--- config.mk ---
export PLATFORM = sky130hd
export DESIGN_NAME = axis_packet_tx
export DESIGN_NICKNAME = d
export VERILOG_FILES = /design/src/rtl/axis_packet_tx.sv
export SDC_FILE = /design/constraint.sdc
export NUM_CORES = 1
export LEC_CHECK = 0
export CELL_PAD_IN_SITES_DETAIL_PLACEMENT = 1
export CELL_PAD_IN_SITES_GLOBAL_PLACEMENT = 2
export CORE_MARGIN = 4
export CORE_UTILIZATION = 43
export CTS_CLUSTER_DIAMETER = 80
export DETAILED_ROUTE_END_ITERATION = 12
export PLACE_DENSITY_LB_ADDON = 0.1
export SLEW_MARGIN = 15
export SYNTH_ARGS = -nofsm -noshare
export SYNTH_HDL_FRONTEND = slang
export SYNTH_SLANG_ARGS = --single-unit
--- constraint.sdc ---
create_clock -name clk -period 3.8 [get_ports clk]
set_clock_uncertainty 0.1 [all_clocks]
set_input_delay 0.38 -clock clk [delete_from_list [all_inputs] [get_ports clk]]
set_output_delay 0.38 -clock clk [all_outputs]
set_load 0.02 [all_outputs]
--- src/rtl/axis_packet_tx.sv ---
// axis_packet_tx: FIFO-buffered AXI4-Stream packet transmitter.
// Frames each packet with TDEST from the first word, TUSER[0] on the first beat and TLAST on the last.
module axis_packet_tx #(
  parameter int DEPTH   = 16,
  parameter int MAX_LEN = 256
) (
  input  logic                     clk,
  input  logic                     rst_n,
  input  logic                     wr_valid,
  output logic                     wr_ready,
  input  logic [31:0]              wr_data,
  input  logic                     wr_last,
  output logic                     m_axis_tvalid,
  input  logic                     m_axis_tready,
  output logic [31:0]              m_axis_tdata,
  output logic                     m_axis_tlast,
  output logic [7:0]               m_axis_tdest,
  output logic [3:0]               m_axis_tuser,
  output logic [$clog2(DEPTH):0]   fifo_level,
  output logic                     pkt_done
);
  localparam int AW = $clog2(DEPTH);
  localparam logic [0:0] IDLE = 1'b0;
  localparam logic [0:0] BODY = 1'b1;
  logic [32:0]   mem [DEPTH];
  logic [AW-1:0] wptr, rptr;
  logic [AW:0]   level;
  logic [0:0]    state;
  logic [7:0]    dest;
  logic [15:0]   cnt, cnt_nxt;
  logic [32:0]   head;
  logic          en, push, pop, first, last_beat;
  // en keeps wr_ready low while in reset and rises on the first edge after release
  assign wr_ready   = en && (level != (AW+1)'(DEPTH));
  assign fifo_level = level;
  assign push       = wr_valid && wr_ready;
  assign pop        = (level != '0) && (!m_axis_tvalid || m_axis_tready);
  assign head       = mem[rptr];
  assign first      = state == IDLE;
  assign cnt_nxt    = first ? 16'd1 : cnt + 16'd1;
  assign last_beat  = head[32] || (cnt_nxt == 16'(MAX_LEN));
  always_ff @(posedge clk)
    if (push) mem[wptr] <= {wr_last, wr_data};
  always_ff @(posedge clk or negedge rst_n)
    if (!rst_n) begin
      en            <= 1'b0;
      wptr          <= '0;
      rptr          <= '0;
      level         <= '0;
      state         <= IDLE;
      dest          <= '0;
      cnt           <= '0;
      pkt_done      <= 1'b0;
      m_axis_tvalid <= 1'b0;
      m_axis_tdata  <= '0;
      m_axis_tlast  <= 1'b0;
      m_axis_tdest  <= '0;
      m_axis_tuser  <= '0;
    end else begin
      en       <= 1'b1;
      wptr     <= wptr + AW'(push);
      rptr     <= rptr + AW'(pop);
      level    <= level + (AW+1)'(push) - (AW+1)'(pop);
      pkt_done <= m_axis_tvalid && m_axis_tready && m_axis_tlast;
      if (pop) begin
        m_axis_tvalid <= 1'b1;
        m_axis_tdata  <= head[31:0];
        m_axis_tlast  <= last_beat;
        m_axis_tuser  <= {3'b0, first};
        m_axis_tdest  <= first ? head[31:24] : dest;
        dest          <= first ? head[31:24] : dest;
        cnt           <= last_beat ? '0 : cnt_nxt;
        state         <= last_beat ? IDLE : BODY;
      end else if (m_axis_tready) m_axis_tvalid <= 1'b0;
    end
endmodule

==> results of run 1 <==
==> metal layers <==
metal / track usage [%] / up-vias / routed length, um
li1: - / 4851 / -
met3: 3.29 / 54 / 2190
met5: 0 / - / 0
met2: 31.6 / 224 / 27100
met1: 25.3 / 6033 / 23000
met4: 4.78 / 0 / 854
==> logic make-up (layout without fill, tap and decap cells) <==
logic type / after synthesis / in the layout / synth area share [%]
xor gates and xnor gates: 19 / 19 / 0.708
other: 2 / 4 / 0.0320
adders and majority gates: 10 / 10 / 0.565
DFF: 603 / 603 / 75.5
AOI/OAI and AO/OA: 47 / 47 / 1.36
buffers and inverters: 75 / 254 / 1.77
and+or+nand+nor: 202 / 202 / 3.79
muxes: 176 / 176 / 16.3
==> registers in the layout, summed over array words and instances, names as in the netlist <==
| register | count |
|---|---|
| en | 1 |
| dest | 8 |
| m_axis_tlast | 1 |
| mem | 528 |
| m_axis_tuser | 1 |
| rptr | 4 |
| m_axis_tvalid | 1 |
| pkt_done | 1 |
| state | 1 |
| cnt | 16 |
| fifo_level | 5 |
| m_axis_tdata | 32 |
| wptr | 4 |
==> area by class of cell <==
class	instances	share of cell area [%]
Sequential cell	603	64.4
Clock buffer	91	6.82
Timing Repair Buffer	122	4.52
Clock inverter	30	0.963
Multi-Input combinational cell	458	20.0
Inverter	11	0.150
Tap cell	696	3.16
==> cells in the final DEF (no fill, tap or decap), drive strengths merged, types with 2 or more instances in the layout <==
cell type | netlist | layout
o41ai | 2 | 2
nor2 | 25 | 25
a22o | 3 | 3
mux2i | 4 | 4
or2 | 3 | 3
and3 | 4 | 4
mux4 | 164 | 164
nor4 | 2 | 2
clkdlybuf4s50 | 0 | 85
xor2 | 4 | 4
and2 | 2 | 2
and4 | 2 | 2
or4 | 2 | 2
bufinv | 0 | 4
xnor2 | 15 | 15
nand2b | 5 | 5
a21oi | 8 | 8
buf | 29 | 36
o21ai | 16 | 16
or3 | 4 | 4
a31oi | 2 | 2
mux2 | 8 | 8
a21o | 2 | 2
clkbuf | 32 | 91
o31ai | 5 | 5
nor3 | 8 | 8
nand3 | 13 | 13
nand2 | 124 | 124
inv | 11 | 16
dfrtp | 75 | 75
ha | 9 | 9
edfxtp | 528 | 528
conb | 2 | 4
nand4 | 4 | 4
clkinv | 0 | 21
==> worst reg2reg max path, cell delays in order, from the launching register on <==
cell,delay (ps)
dfrtp_1,380
inv_1,80
ha_1,180
or3b_2,240
o21a_1,140
nand2_1,130
inv_1,130
nand3_1,350
nor2_4,660
buf_4,500
==> power groups by stage <==
stage          logic [uW]  clock network, uW  registers (uW)
2_1_floorplan        3580                  0            8500
3_3_place_gp         5700                  0            8400
3_5_place_dp         5720                  0            8430
4_1_cts              5730               6470            8300
5_1_grt              6020               6790            8370
6_report             5550               6290            8280
==> how the worst max path moves through the flow <==
| stage | cells after the start | from | to |
|---|---|---|---|
| 2_1_floorplan | 7 | fifo_level[2] | mem[12][0] |
| 3_3_place_gp | 9 | fifo_level[2] | mem[15][19] |
| 3_5_place_dp | 9 | fifo_level[2] | mem[7][15] |
| 4_1_cts | 9 | fifo_level[2] | mem[7][18] |
| 5_1_grt | 9 | fifo_level[3] | mem[7][19] |
| 6_report | 9 | fifo_level[2] | mem[7][19] |
==> per-stage QoR <==
step	hold WS, ps	setup WS (ps)	std cells
final	228	551	2011
after CTS	215	511	2011
after detailed placement	318	518	1889
after global routing	266	327	2011
after floorplan	-15.6	164	1136
after global placement	314	612	1889
==> what timing repair did <==
| action | in CTS | in global routing |
|---|---|---|
| endpoints found under the setup margin | 0 | 0 |
| hold endpoints to repair | 31 | 0 |
| hold buffers | 1 | 0 |
| gates resized for setup | 0 | 0 |
==> metrics.cfg, run 1 <==
[run_status]
outcome = finished, final reports clean

[timing]
slew_violations = 0
fmax_mhz = 308
setup_viol = 0
maxSlewHeadroom_pct = 37.4
fin_crit_sh_pct = 85.5
hold_viol = 0
rsz0062_at_grt = false
tns_ps = 0
worst_pin_slew_ps = 936
timing.final.crit_period_ps = 3250

[run]
maxCapViolCount = 0

[synth]
ys_seq_area_share_pct = 75.5
async_reset_ff_share_pct = 12.4
yosysTopAreaCellShare_pct = 67.5
synth_most_common_cell = edfxtp_1
synthesis.area_um2 = 23500
ys_ff_latch = 603
netlist_top_cells_count = edfxtp_1, mux4_2, nand2_1
avgSynthCellArea_um2 = 20.7
synth_area_leader_cell = edfxtp_1
synth_edf_count = 528
postSynthCellCount = 1134
synthFlopType = edfxtp_1
ys_types = 56
yosys_warnings = 0
synth_area_leaders = edfxtp_1, mux4_2, dfrtp_1, nand2_1, xnor2_1

[power]
switchingPower_uw = 5750
combPwrFrac_pct = 27.6
ir_drop_uv = 477
p_clk_share_pct = 31.3
switching_share_pct = 28.6
finalPower_uw = 20100
power_density_nw_per_um2 = 730
p_leak_uw = 0.00913
sequentialPowerShare_pct = 41.2
p_int_uw = 14400

[clocking]
postCtsSetupBuffers = 0
root_buffer = clkbuf_16
cts_made_buffers = 67
cts.htree.levels = 3
clock_latency_ps = 590
cts.sinks = 603
cts_tree = yes
cts.clk_slew.worst_paths_ps = 60
clockBufferDepth = 3

[global_route]
grt_pass1_wl_mm = 81.6
antenna_found_initial = 0
grt_max_degree = 89
grt_overflow = 0
gr-usage-all-layers_pct = 18.6
grt_pass1_vias = 12400

[critical_path]
timing.rr.end = mem[7][19]
worstPathRequired_ps = 3940
cpMaxStageDelayCell = nor2_4
cpPeakStageDelay_ps = 660
critical_path_buf_inv_count = 3
end_kind = register
crit_path_max_fanout = 19
cpLargestDelayFamily = simple AND/OR/NAND/NOR gates
cp_common_cell = inv_1
r2r_start = fifo_level[2]
startpoint_type = register
arrival_ps = 3390
rrSetupSlack_ps = 550
crit_type = register to register
path_cells = inv_1, ha_1, or3b_2, o21a_1, nand2_1, inv_1, nand3_1, nor2_4, buf_4
r2r_cells = 9

[layout]
multi_input_area_um2 = 5500
fillers = 4789
finish.instance_area_um2 = 27500
final_nets = 1310
post-route-util_pct = 51.1
drive_gt1_share_pct = 25.6
areaGrowthSynthToFinish_pct = 17.3
final-seq-area_um2 = 17700
antennaDiodeCount = 0

[floorplanning]
die-area_um2 = 58400
num_rows = 85
fp.coreArea_um2 = 53900
start_util_pct = 43.6
chipHeight_um = 242
die_w_um = 242
num_io_pins = 90

[placement]
dp_hpwl_mm = 30.4
numPortBuffers = 86
gp_congestion = 0.710
dpl-instance-area_um2 = 25400

[detailed_routing]
via_count = 11200
drc = 0
drtAntennaViolNets = 0
first_pass_iters = 5
routed_wirelength_mm = 53.1
viasPerCell = 5.55
wl_per_cell_um = 26.4
drtIter0Drc = 764

[hold_path]
worstHoldPathType = input pin to asynchronous set/reset pin

Power figures use the tool's default switching activity.
==> run 2: changes to the inputs <==
ABC_CLOCK_PERIOD_IN_PS = 3800   (was not set)
MAX_ROUTING_LAYER = met4   (was not set)
==> metrics.cfg, run 2 (synthesis gave the netlist of run 1 again) <==
[global_route]
grt_max_degree = 89  ; unchanged
grt_overflow = 0  ; unchanged
grt_pass1_vias = 12400  ; -0.065%
gr-usage-all-layers_pct = 19.2  ; +0.56 points
antenna_found_initial = 0  ; unchanged
grt_pass1_wl_mm = 81.6  ; about the same

[power]
p_int_uw = 14400  ; about the same
p_clk_share_pct = 31.3  ; about the same
p_leak_uw = 0.00913  ; unchanged
sequentialPowerShare_pct = 41.1  ; about the same
power_density_nw_per_um2 = 731  ; about the same
combPwrFrac_pct = 27.6  ; about the same
switchingPower_uw = 5770  ; +0.19%
switching_share_pct = 28.6  ; +0.038 points
ir_drop_uv = 481  ; +0.79%

[critical_path]
cpPeakStageDelay_ps = 670  ; about the same
end_kind = register
critPathLaunch = fifo_level[2]
path_cells = inv_1, ha_1, or3b_2, o21a_1, nand2_1, inv_1, nand3_1, nor2_4, buf_4
worstPathRequired_ps = 3940  ; about the same
cp_common_cell = inv_1
timing.rr.end = mem[7][19]
rrSetupSlack_ps = 540  ; about the same
crit_end = mem[7][19]
r2r_cells = 9  ; unchanged
cpMaxStageDelayCell = nor2_4
startpoint_type = register
crit_path_max_fanout = 19  ; unchanged
crit_type = register to register
arrival_ps = 3400  ; about the same
r2r_start = fifo_level[2]

[timing]
fin_crit_sh_pct = 85.8  ; +0.28 points
timing.final.crit_period_ps = 3260  ; +10.7 ps
maxSlewHeadroom_pct = 37.5  ; +0.11 points
tns_ps = 0  ; unchanged
rsz0062_at_grt = false
setup_viol = 0  ; unchanged
fmax_mhz = 307  ; -0.33%
slew_violations = 0  ; unchanged
worst_pin_slew_ps = 935  ; -0.404 ps
hold_viol = 0  ; unchanged

[clocking]
clockBufferDepth = 3  ; unchanged
cts_tree = yes
clock_latency_ps = 590  ; about the same
post_cts_resized = 0  ; unchanged
cts.sinks = 603  ; unchanged
cts_made_buffers = 67  ; unchanged
root_buffer = clkbuf_16
cts.htree.levels = 3  ; unchanged
cts.clk_slew.worst_paths_ps = 60  ; about the same

[run]
maxCapViolCount = 0  ; unchanged

[layout]
largest_reg_flops = 528  ; unchanged
post-route-util_pct = 51.1  ; unchanged
top_register = mem
fillers = 4789  ; unchanged
final_cell_mix = edfxtp_1, mux4_2, nand2_1, clkdlybuf4s50_1, dfrtp_1
areaGrowthSynthToFinish_pct = 17.3  ; unchanged
layout_commonest_cell = edfxtp_1
final_nets = 1310  ; unchanged
multi_input_area_um2 = 5500  ; unchanged
antennaDiodeCount = 0  ; unchanged
final-seq-area_um2 = 17700  ; unchanged
top_regs = mem: 528 flops, m_axis_tdata: 32 flops, cnt: 16 flops
drive_gt1_share_pct = 25.6  ; unchanged

[detailed_routing]
viasPerCell = 5.55  ; about the same
via_count = 11200  ; -0.018%
first_pass_iters = 5  ; unchanged
wl_per_cell_um = 26.4  ; about the same
routed_wirelength_mm = 53.1  ; about the same
drc = 0  ; unchanged
drtIter0Drc = 779  ; +2.0%
drtAntennaViolNets = 0  ; unchanged

[placement]
gp_congestion = 0.718  ; +1.1%
dp_hpwl_mm = 30.4  ; unchanged
numPortBuffers = 86  ; unchanged

[floorplanning]
chipHeight_um = 242  ; unchanged
fp.coreArea_um2 = 53900  ; unchanged
die-area_um2 = 58400  ; unchanged
num_io_pins = 90  ; unchanged
start_util_pct = 43.6  ; unchanged
num_rows = 85  ; unchanged
die_w_um = 242  ; unchanged

[hold_path]
worstHoldPathType = input pin to asynchronous set/reset pin

[run_status]
outcome = finished, final reports clean

run 2: layout make-up:
type / count / share of cell area (%)
flip-flops and latches: 603 / 64.4
multi-input cells: 458 / 20.0
clock buffers: 91 / 6.82
repair buffers: 122 / 4.52
well taps: 696 / 3.16
clock inverters: 30 / 0.963
inverters: 11 / 0.150
run 2: worst min path at each step:
stage / start / endpoint / slack (ps) / depth (start not counted)
global placement: rst_n / dest[0] / 310 / 1
detailed placement: rst_n / dest[0] / 320 / 1
global route: rst_n / dest[0] / 270 / 2
finish: rst_n / dest[0] / 220 / 2
CTS: rst_n / dest[0] / 220 / 2
floorplan: rst_n / cnt[0] / -20 / 0
run 2: worst max-delay path, delay by kind of cell, from the launching register on:
family | cells | cell delay, ps
AO/OA/AOI/OAI | 1 | 140
buffers and inverters | 3 | 700
AND/OR/NAND/NOR | 4 | 1390
flip-flops | 1 | 380
adder cells (fa/ha/maj) | 1 | 180
run 2: per-layer routing:
| metal | track usage (%) | part of all wire [%] | up-vias |
|---|---|---|---|
| li1 | - | - | 4853 |
| met2 | 31.6 | 51 | 233 |
| met1 | 25.3 | 43 | 6023 |
| met3 | 3.20 | 4.1 | 51 |
| met5 | - | 0 | - |
| met4 | 4.78 | 1.5 | 0 |
run 2: timing repair:
| item | CTS | global route |
|---|---|---|
| buffers inserted | 0 | 0 |
| endpoints found under the hold margin | 31 | 0 |
| setup endpoints to repair | 0 | 0 |
| hold buffers | 1 | 0 |
run 2: metrics by stage:
| step | area, um2 | total power [uW] | hold WS, ps | worst slack (ps) | cells |
|---|---|---|---|---|---|
| floorplan | 23500 | 12100 | -15.6 | 164 | 1136 |
| global placement | 25400 | 14100 | 314 | 612 | 1889 |
| detailed placement | 25400 | 14100 | 318 | 518 | 1889 |
| CTS | 27500 | 20500 | 215 | 511 | 2011 |
| global route | 27500 | 21200 | 266 | 327 | 2011 |
| finish | 27500 | 20100 | 224 | 540 | 2011 |
run 2: power by group through the flow:
stage | Combinational (uW) | Clock, uW | Sequential, uW
after global routing | 6020 | 6790 | 8370
after global placement | 5700 | 0 | 8400
final | 5560 | 6290 | 8280
after CTS | 5730 | 6470 | 8300
after detailed placement | 5720 | 0 | 8430
after floorplan | 3580 | 0 | 8500
